--- config.mk ---
export PLATFORM = sky130hd
export DESIGN_NAME = vga_rect_blitter_flat
export DESIGN_NICKNAME = d
export VERILOG_FILES = /design/src/rtl/vga_rect_blitter_pkg.sv /design/src/rtl/vga_rect_blitter_if.sv /design/src/rtl/vga_rect_blitter.sv /design/src/flat_wrapper.sv
export SDC_FILE = /design/constraint.sdc
export NUM_CORES = 1
export LEC_CHECK = 0
export ABC_AREA = 1
export BUFFER_PORTS_ARGS = -buffer_cell sky130_fd_sc_hd__buf_2
export CORE_MARGIN = 1
export CORE_UTILIZATION = 30
export CTS_BUF_LIST = sky130_fd_sc_hd__clkbuf_4
export DETAILED_ROUTE_END_ITERATION = 10
export PLACE_DENSITY = 0.52
export SETUP_SLACK_MARGIN = 0.15
export SLEW_MARGIN = 20
export SYNTH_ARGS = -nofsm -noshare
export SYNTH_HDL_FRONTEND = slang
export SYNTH_SLANG_ARGS = --single-unit
--- constraint.sdc ---
create_clock -name CLK -period 4.2 [get_ports CLK]
set_input_delay 0.84 -clock CLK [delete_from_list [all_inputs] [get_ports CLK]]
set_output_delay 0.84 -clock CLK [all_outputs]
set_load 0.01 [all_outputs]
--- src/rtl/vga_rect_blitter_pkg.sv ---
// Shared IO constants and blitter state encoding.
// The IO_VGA_* addresses are also used by the motherboard address decoder.
package vga_rect_blitter_pkg;

  localparam logic [3:0] IO_VGA_X     = 4'h0;
  localparam logic [3:0] IO_VGA_Y     = 4'h1;
  localparam logic [3:0] IO_VGA_PIXEL = 4'h2;

  // Blitter FSM state encoding
  typedef logic [2:0] blit_state_t;
  localparam blit_state_t ST_IDLE    = 3'd0;
  localparam blit_state_t ST_SET_Y   = 3'd1;
  localparam blit_state_t ST_SET_X   = 3'd2;
  localparam blit_state_t ST_SET_PIX = 3'd3;
  localparam blit_state_t ST_DONE    = 3'd4;

endpackage

--- src/rtl/vga_rect_blitter_if.sv ---
// Command handshake plus IO-bus initiator signals of the rectangle blitter.
// master: the side issuing commands and granting the bus; slave: the blitter.
interface vga_rect_blitter_if #(
  parameter int X_W = 8,
  parameter int Y_W = 7
);
  logic           cmd_valid;
  logic           cmd_ready;
  logic [X_W-1:0] cmd_x;
  logic [Y_W-1:0] cmd_y;
  logic [X_W-1:0] cmd_w;
  logic [Y_W-1:0] cmd_h;
  logic [2:0]     cmd_color;
  logic           bus_req;
  logic           bus_gnt;
  logic           IsIO;
  logic [3:0]     IOAddr;
  logic           IOWriteEn;
  logic [31:0]    IOWriteData;
  logic           busy;
  logic           done;

  modport master (
    output cmd_valid, cmd_x, cmd_y, cmd_w, cmd_h, cmd_color, bus_gnt,
    input  cmd_ready, bus_req, IsIO, IOAddr, IOWriteEn, IOWriteData, busy, done
  );

  modport slave (
    input  cmd_valid, cmd_x, cmd_y, cmd_w, cmd_h, cmd_color, bus_gnt,
    output cmd_ready, bus_req, IsIO, IOAddr, IOWriteEn, IOWriteData, busy, done
  );
endinterface

--- src/rtl/vga_rect_blitter.sv ---
// Filled-rectangle blitter: accepts one clipped rectangle command and streams
// Y / X / PIXEL register writes to the video card, one per granted bus cycle.
module vga_rect_blitter
  import vga_rect_blitter_pkg::*;
#(
  parameter int SCREEN_W = 160,
  parameter int SCREEN_H = 120,
  parameter int X_W      = 8,
  parameter int Y_W      = 7
) (
  input logic                 CLK,
  input logic                 RST,
  vga_rect_blitter_if.slave   bif
);

  localparam logic [X_W:0] SCR_W = (X_W+1)'(SCREEN_W);
  localparam logic [Y_W:0] SCR_H = (Y_W+1)'(SCREEN_H);

  blit_state_t    state_reg;
  logic [X_W-1:0] x0_reg;
  logic [X_W-1:0] cx_reg;
  logic [Y_W-1:0] cy_reg;
  logic [X_W:0]   x_end_reg;
  logic [Y_W:0]   y_end_reg;
  logic [2:0]     color_reg;
  logic [3:0]     addr_hold_reg;
  logic [31:0]    data_hold_reg;

  logic [X_W:0]   x_sum;
  logic [Y_W:0]   y_sum;
  logic [X_W:0]   x_end_next;
  logic [Y_W:0]   y_end_next;
  logic [X_W:0]   cx_inc;
  logic [Y_W:0]   cy_inc;
  logic           empty;
  logic           last_col;
  logic           last_row;
  logic           wr_en;
  logic [3:0]     wr_addr;
  logic [31:0]    wr_data;

  // One extra bit on the adders so x0+w / y0+h never wrap before clipping
  assign x_sum      = {1'b0, bif.cmd_x} + {1'b0, bif.cmd_w};
  assign y_sum      = {1'b0, bif.cmd_y} + {1'b0, bif.cmd_h};
  assign x_end_next = (x_sum > SCR_W) ? SCR_W : x_sum;
  assign y_end_next = (y_sum > SCR_H) ? SCR_H : y_sum;

  assign cx_inc   = {1'b0, cx_reg} + (X_W+1)'(1);
  assign cy_inc   = {1'b0, cy_reg} + (Y_W+1)'(1);
  assign empty    = ({1'b0, cx_reg} >= x_end_reg) || ({1'b0, cy_reg} >= y_end_reg);
  assign last_col = (cx_inc >= x_end_reg);
  assign last_row = (cy_inc >= y_end_reg);

  // Write strobe and payload for the current state; gated by the grant,
  // address/data fall back to the last written values when no write happens
  always_comb begin
    wr_en   = 1'b0;
    wr_addr = addr_hold_reg;
    wr_data = data_hold_reg;
    if (bif.bus_gnt) begin
      case (state_reg)
        ST_SET_Y: begin
          if (!empty) begin
            wr_en   = 1'b1;
            wr_addr = IO_VGA_Y;
            wr_data = 32'(cy_reg);
          end
        end
        ST_SET_X: begin
          wr_en   = 1'b1;
          wr_addr = IO_VGA_X;
          wr_data = 32'(cx_reg);
        end
        ST_SET_PIX: begin
          wr_en   = 1'b1;
          wr_addr = IO_VGA_PIXEL;
          wr_data = 32'(color_reg);
        end
        default: ;
      endcase
    end
  end

  // FSM and pixel counters; the last pixel of the last row goes straight to
  // DONE so completion lands one cycle after the final write
  always_ff @(posedge CLK or negedge RST) begin
    if (!RST) begin
      state_reg <= ST_IDLE;
      x0_reg    <= '0;
      cx_reg    <= '0;
      cy_reg    <= '0;
      x_end_reg <= '0;
      y_end_reg <= '0;
      color_reg <= '0;
    end else begin
      case (state_reg)
        ST_IDLE: begin
          if (bif.cmd_valid) begin
            x0_reg    <= bif.cmd_x;
            cx_reg    <= bif.cmd_x;
            cy_reg    <= bif.cmd_y;
            x_end_reg <= x_end_next;
            y_end_reg <= y_end_next;
            color_reg <= bif.cmd_color;
            state_reg <= ST_SET_Y;
          end
        end
        ST_SET_Y: begin
          if (empty) begin
            state_reg <= ST_DONE;
          end else if (bif.bus_gnt) begin
            state_reg <= ST_SET_X;
          end
        end
        ST_SET_X: begin
          if (bif.bus_gnt) begin
            state_reg <= ST_SET_PIX;
          end
        end
        ST_SET_PIX: begin
          if (bif.bus_gnt) begin
            if (!last_col) begin
              cx_reg    <= cx_inc[X_W-1:0];
              state_reg <= ST_SET_X;
            end else if (last_row) begin
              state_reg <= ST_DONE;
            end else begin
              cx_reg    <= x0_reg;
              cy_reg    <= cy_inc[Y_W-1:0];
              state_reg <= ST_SET_Y;
            end
          end
        end
        ST_DONE: begin
          state_reg <= ST_IDLE;
        end
        default: begin
          state_reg <= ST_IDLE;
        end
      endcase
    end
  end

  // Remember the last issued address/data so the bus holds them between writes
  always_ff @(posedge CLK or negedge RST) begin
    if (!RST) begin
      addr_hold_reg <= '0;
      data_hold_reg <= '0;
    end else if (wr_en) begin
      addr_hold_reg <= wr_addr;
      data_hold_reg <= wr_data;
    end
  end

  assign bif.cmd_ready   = (state_reg == ST_IDLE);
  assign bif.busy        = (state_reg != ST_IDLE);
  assign bif.done        = (state_reg == ST_DONE);
  assign bif.bus_req     = (state_reg == ST_SET_Y) || (state_reg == ST_SET_X) ||
                           (state_reg == ST_SET_PIX);
  assign bif.IsIO        = wr_en;
  assign bif.IOWriteEn   = wr_en;
  assign bif.IOAddr      = wr_addr;
  assign bif.IOWriteData = wr_data;

endmodule

--- src/flat_wrapper.sv ---
// flat-port wrapper written by rule: the top's interface ports become plain ports
module vga_rect_blitter_flat import vga_rect_blitter_pkg::*;
#(
  parameter int SCREEN_W = 160,
  parameter int SCREEN_H = 120,
  parameter int X_W      = 8,
  parameter int Y_W      = 7
)
  (CLK, RST, bif_cmd_valid, bif_cmd_x, bif_cmd_y, bif_cmd_w, bif_cmd_h, bif_cmd_color, bif_bus_gnt, bif_cmd_ready, bif_bus_req, bif_IsIO, bif_IOAddr, bif_IOWriteEn, bif_IOWriteData, bif_busy, bif_done);
  vga_rect_blitter_if #(.X_W(X_W), .Y_W(Y_W)) bif_i ();
  input logic CLK;
  input logic RST;
  input wire logic [$bits(bif_i.cmd_valid)-1:0] bif_cmd_valid;
  input wire logic [$bits(bif_i.cmd_x)-1:0] bif_cmd_x;
  input wire logic [$bits(bif_i.cmd_y)-1:0] bif_cmd_y;
  input wire logic [$bits(bif_i.cmd_w)-1:0] bif_cmd_w;
  input wire logic [$bits(bif_i.cmd_h)-1:0] bif_cmd_h;
  input wire logic [$bits(bif_i.cmd_color)-1:0] bif_cmd_color;
  input wire logic [$bits(bif_i.bus_gnt)-1:0] bif_bus_gnt;
  output wire logic [$bits(bif_i.cmd_ready)-1:0] bif_cmd_ready;
  output wire logic [$bits(bif_i.bus_req)-1:0] bif_bus_req;
  output wire logic [$bits(bif_i.IsIO)-1:0] bif_IsIO;
  output wire logic [$bits(bif_i.IOAddr)-1:0] bif_IOAddr;
  output wire logic [$bits(bif_i.IOWriteEn)-1:0] bif_IOWriteEn;
  output wire logic [$bits(bif_i.IOWriteData)-1:0] bif_IOWriteData;
  output wire logic [$bits(bif_i.busy)-1:0] bif_busy;
  output wire logic [$bits(bif_i.done)-1:0] bif_done;
  assign bif_i.cmd_valid = bif_cmd_valid;
  assign bif_i.cmd_x = bif_cmd_x;
  assign bif_i.cmd_y = bif_cmd_y;
  assign bif_i.cmd_w = bif_cmd_w;
  assign bif_i.cmd_h = bif_cmd_h;
  assign bif_i.cmd_color = bif_cmd_color;
  assign bif_i.bus_gnt = bif_bus_gnt;
  assign bif_cmd_ready = bif_i.cmd_ready;
  assign bif_bus_req = bif_i.bus_req;
  assign bif_IsIO = bif_i.IsIO;
  assign bif_IOAddr = bif_i.IOAddr;
  assign bif_IOWriteEn = bif_i.IOWriteEn;
  assign bif_IOWriteData = bif_i.IOWriteData;
  assign bif_busy = bif_i.busy;
  assign bif_done = bif_i.done;
  vga_rect_blitter #(.SCREEN_W(SCREEN_W), .SCREEN_H(SCREEN_H), .X_W(X_W), .Y_W(Y_W)) u_core (.CLK(CLK), .RST(RST), .bif(bif_i));
endmodule
==> Word level (Yosys, flattened, before mapping) <==
Cells that the tools add are included.
{ "word_totals": {"romBits": 0, "output_inout_bits": 42, "latch_bits": 0, "word_cells": 70, "regBits": 82, "mem_count": 0, "mem_bits_rw": 0} }
{ "op_classes": {"n_mul": 0, "muxes": 29, "order_cmp": 6, "n_reduce_logical": 11, "bitwise": 0, "n_addsub": 4, "shift": 0, "n_eq_ne": 11, "n_div": 0} }
{ "ops": {"columns": ["cell", "count"], "rows": [
  ["32-bit one-hot mux with 3 select lines", 1],
  ["32-bit two-way mux", 2],
  ["8-bit two-way mux", 5],
  ["7-bit two-way mux", 4],
  ["3-bit two-way mux", 7],
  ["8-bit one-hot mux with 2 select lines", 1],
  ["7-bit one-hot mux with 2 select lines", 1],
  ["3-bit one-hot mux with 4 select lines", 1],
  ["4-bit one-hot mux with 3 select lines", 1],
  ["8-bit by 1-bit adder with 9-bit output, second input constant", 1],
  ["8-bit by 8-bit adder with 9-bit output", 1],
  ["8-bit by 9-bit >= comparator with 1-bit output", 1],
  ["9-bit >= comparator", 1],
  ["9-bit by 8-bit greater-than comparator with 1-bit output, second input constant", 1],
  ["9-bit two-way mux", 1],
  ["7-bit by 1-bit adder with 8-bit output, second input constant", 1],
  ["7-bit by 7-bit adder with 8-bit output", 1],
  ["7-bit by 8-bit >= comparator with 1-bit output", 1],
  ["8-bit >= comparator", 1],
  ["8-bit by 7-bit greater-than comparator with 1-bit output, second input constant", 1],
  ["4-bit two-way mux", 2],
  ["2-bit != test, second input constant", 4],
  ["4-bit AND reduction", 2],
  ["3-bit by 2-bit equality test with 1-bit output, second input constant", 2],
  ["other kinds (14)", 17]
]} }

==> Logic depth before layout (Yosys ltp) <==
{ "logic_depth": {"word_depth": 6, "mapped_depth": 18, "depth_no_buf": 17} }

==> Least setup slack after synthesis <==
OpenSTA, ideal clock, no wires.
{ "synth_timing": {"kind": "reg2out", "startpoint": "register u_core.cy_reg[5]", "endpoint": "output port bif_IsIO", "path_buffers": 2, "slack_ps": 1520, "path_stages_with_launch": 13, "t_arrival_ps": 1840, "path_cell_list": "dfrtp_1 ha_1 nand2_1 nand2_1 a21oi_1 nand3_1 nor2_4 nand2_2 nand2_2 nand2_2 inv_4 buf_6 buf_4"} }
{ "synth_between": {"elab_chain_len": 5} }
{ "synth_lines": {"columns": ["item", "line_no", "source"], "rows": [
  ["start: declaration", "vga_rect_blitter.sv:22", "logic [Y_W-1:0] cy_reg;"],
  ["start signal: assignment", "vga_rect_blitter.sv:101", "cy_reg <= bif.cmd_y;"],
  ["start signal: assignment", "vga_rect_blitter.sv:129", "cy_reg <= cy_inc[Y_W-1:0];"],
  ["7-bit by 8-bit >= comparator with 1-bit output", "vga_rect_blitter.sv:50", "assign empty = ({1'b0, cx_reg} >= x_end_reg) || ({1'b0, cy_reg} >= y_end_reg);"],
  ["1-bit logical OR", "vga_rect_blitter.sv:50", null],
  ["1-bit two-way mux", "vga_rect_blitter.sv:63", "if (!empty) begin"],
  ["1-bit one-hot mux with 2 select lines", "vga_rect_blitter.sv:61", "case (state_reg)"],
  ["1-bit two-way mux", "vga_rect_blitter.sv:60", "if (bif.bus_gnt) begin"],
  ["end: declaration", "flat_wrapper.sv:22", "output wire logic [$bits(bif_i.IsIO)-1:0] bif_IsIO;"]
]} }
Every way passes these cells.

==> Worst setup path after layout <==
{ "layout_timing": {"startpoint": "register u_core.cx_reg[3]", "endpoint": "output port bif_IOWriteData[22]"} }
{ "layout_between": {"elab_chain_len": 5} }
{ "layout_lines": {"columns": ["item", "line_no", "source"], "rows": [
  ["start: declaration", "vga_rect_blitter.sv:21", "logic [X_W-1:0] cx_reg;"],
  ["start signal: assignment", "vga_rect_blitter.sv:100", "cx_reg <= bif.cmd_x;"],
  ["start signal: assignment", "vga_rect_blitter.sv:123", "cx_reg <= cx_inc[X_W-1:0];"],
  ["start signal: assignment", "vga_rect_blitter.sv:128", "cx_reg <= x0_reg;"],
  ["8-bit by 9-bit >= comparator with 1-bit output", "vga_rect_blitter.sv:50", null],
  ["1-bit logical OR", "vga_rect_blitter.sv:50", null],
  ["32-bit two-way mux", "vga_rect_blitter.sv:63", null],
  ["32-bit one-hot mux with 3 select lines", "vga_rect_blitter.sv:61", null],
  ["32-bit two-way mux", "vga_rect_blitter.sv:60", null],
  ["end: declaration", "flat_wrapper.sv:25", "output wire logic [$bits(bif_i.IOWriteData)-1:0] bif_IOWriteData;"]
]} }
Every way passes these cells.

==> implementation parameters <==
Parameter                              Value

Yosys
  EDFF count, synth    0
  Leading post-synthesis cells by cell area    dfrtp_1 (36%), nand2_1 (17%), ha_1 (11%)
  Cell area after technology mapping    0.00577 mm2
  Largest area contributor in the synthesized netlist    dfrtp_1
  Total number of yosys warnings    0
  Synthesized area per cell    7.06 um2
  Sequential element share of the synthesized area    35.6%
  Register bit total from synthesis    82
  Unique cell type count in the Yosys netlist    41
  Mapped Nets    905
  Syn Inst Count    817
  Yosys top cell area share    35.6%
  Fraction of registers with async set/reset    100%
  Flip-flop cell with the highest count after synthesis    dfrtp_1

Run
  Max cap viols    0

Critical path
  End of the worst register-to-register path    u_core.cx_reg[2]
  Slack of the worst reg-to-reg path    1.09 ns
  Crit-path cells    ha_1, nand2_1, nor2_1, nand3_1, nand3_1, nor2_4, nand2_2, nand2_2, nand2_2, inv_6, nor2_1, buf_2
  Maximum fanout along the worst path    54
  RR Startpoint    u_core.cx_reg[2]
  Worst path required time    3.36 ns
  Library cell appearing most often on the critical path    nand2_2
  Endpoint class of the critical path    output port
  Stage delay of the slowest cell on the critical path    0.58 ns
  Setup CP Type    reg -> out
  Worst reg2reg path depth    14
  Slowest CP cell    dfrtp_1
  Data arrival, critical path    2.87 ns
  Startpoint Class    flop

Clock tree
  Library cell used as clock root buffer    clkbuf_4
  TritonCTS clock tree    done
  Clock-pin slew on the worst setup and hold paths    0.16 ns
  Htree depth    3
  Total number of clock tree sinks    82
  Post-CTS setup buffers    0
  Latest clock arrival within the worst-skew pair    0.47 ns
  Clock Tree Buf Depth    2
  Number of clock buffers inserted by TritonCTS    9
  Count of hold-fix buffers inserted at cts    0

Die
  Count of boundary I/O pins    79
  Vertical extent of the die    141 um
  Overall die area    0.0198 mm2
  Starting density of the core    30.8%
  Chip Width    141 um
  Number of core rows    50
  Core area    0.0188 mm2

Layout
  Post-route standard cell area excluding fillers    0.00651 mm2
  Flip-flop count of the largest register after layout    32
  Layout overhead on the synthesized area    12.8%
  Share of cells above drive strength 1    13.7%
  Most frequent cells in the layout    nand2_1 (261), inv_1 (142), dfrtp_1 (82)
  Nets    979
  Cell Count, Final, Fillers Out    1131
  Most common library cell in the layout ignoring fill and taps    nand2_1

Placement
  Post-detail-place hpwl    10900 um
  Standard cell area after detailed placement    0.00634 mm2
  Quantity of I/O buffers inserted on ports    78
  Placed cells    1113
  GP Congestion    0.811

Pwr
  Relative contribution of sequential cells to total power    29.5%
  Internal power of the cells    2040 uW
  Clock group share of total power    12.1%
  Reported net switching power    2140 uW
  Fraction of power spent switching nets    51.2%
  Cell area power density    642 mW/mm2
  IR drop worst, VDD    0.000265 V
  Leakage power of the design    0.00382 uW
  Combinational power share    58.4%

Global routing
  Global-route wire length before repair    24300 um
  Antenna violations before repair    1
  Maximum number of pins on one net before global-route repair    73
  Global routing usage summed across all routing layers    15.6%
  GRT Residual Overflow    0
  Vias in the first global route    4832

Route
  Final Routed Wirelength    14400 um
  Number of design rule violations left after detail routing    0
  Violation count after the first detailed-route iteration    214
  Number of vias per cell    4.52
  Count of vias placed by the detailed router    5113
  Remaining antenna violation count    0
  Length of the first detailed-routing pass in iterations    4
  Routed wire length per instance    12.7 um

STA
  Final period util    88.2%
  Slew at the pin closest to its max-slew limit    0.678 ns
  Relative slew margins    54.8%
  Count of final max-slew check failures    0
  Fin crit period    3.71 ns
  Number of hold-slack violations in the final timing report    0
  Setup Viol. Count Final    0
  Unrepaired setup endpoints after global routing    false
  Max Clock Freq    270 MHz
  Sum of negative setup slack    0 ns
  Worst clock skew on the final layout    0.0219 ns

Outcome
  Result of the run    finished, final reports clean

Hold path
  Type of the tightest min-delay check    in -> async
## worst max-delay path: cells and delay by family (launching register included)
kind          cells  cell delay [ns]
fa+ha+maj         1             0.32
flops             1             0.58
buf+inv           2             0.48
simple gates      9             0.99
## power by group through the flow
| stage | registers (uW) | clock network [uW] | logic [uW] |
|---|---|---|---|
| after floorplan | 1170 | 0 | 1960 |
| after global placement | 1240 | 0 | 2460 |
| after detailed placement | 1250 | 0 | 2460 |
| after CTS | 1230 | 525 | 2480 |
| after global routing | 1270 | 560 | 2840 |
| final | 1230 | 505 | 2440 |
## routing by layer
layer	vias up	global-route usage [%]	share of wire, %
met5	-	0	0
met3	12	2.45	3.6
met4	0	4.63	1.2
li1	2700	-	-
met2	98	23.8	42
met1	2303	22.6	53
## worst max-delay path by stage
stage,from,endpoint,slack [ns],cells past startpoint
after global routing,u_core.cy_reg[5],bif_IOWriteData[20],0.21,12
after CTS,u_core.cy_reg[5],bif_IOWriteData[22],0.34,12
after floorplan,u_core.cy_reg[5],bif_IsIO,1.52,12
final,u_core.cx_reg[3],bif_IOWriteData[22],0.49,12
after global placement,u_core.cx_reg[3],bif_IOWriteData[15],0.97,12
after detailed placement,u_core.cy_reg[5],bif_IOWriteData[22],0.90,12
## cells by family (layout without fill, tap and decap cells)
| kind of cell | Yosys count | after routing | synth area share [%] |
|---|---|---|---|
| flops | 82 | 82 | 35.6 |
| fa+ha+maj | 51 | 51 | 11.3 |
| mux | 2 | 2 | 0.347 |
| compound gates | 65 | 65 | 6.53 |
| other cells | 0 | 1 | 0 |
| xor+xnor | 9 | 9 | 1.37 |
| simple gates | 441 | 441 | 33.0 |
| buf+inv | 167 | 246 | 11.9 |
## final cells by class
cell class	instances	area [um2]
Inverter	150	568
Sequential cell	82	2050
Clock inverter	7	76.3
Multi-Input combinational cell	568	3030
Fill cell	2090	12300
Clock buffer	9	67.6
Antenna cell	1	2.50
Tap cell	234	293
Timing Repair Buffer	80	420
## cells in the mapped netlist (8+ instances only)
cell and number:
nand2_1 261, ha_1 49, dfrtp_1 82, o21ai_0 21
nand3_1 45, nand2_2 8, nand4_1 28, inv_1 142
nor2_1 80, o21ai_1 12, a21oi_1 18
## stage by stage
| stage | setup WS, ns | hold WS (ns) | utilization [%] | power (uW) |
|---|---|---|---|---|
| final | 0.494 | 0.338 | 34.7 | 4180 |
| after global routing | 0.213 | 0.352 | 34.7 | 4670 |
| after CTS | 0.341 | 0.491 | 34.6 | 4230 |
| after detailed placement | 0.897 | 0.456 | 33.8 | 3710 |
| after global placement | 0.971 | 0.458 | 33.8 | 3700 |
| after floorplan | 1.52 | 0.437 | - | 3120 |
## repair_timing
action / CTS / global route
endpoints found under the hold margin: 0 / 0
resized for setup: 0 / 1
setup endpoints to repair: 0 / 19
(Power assumes the default switching activity.)
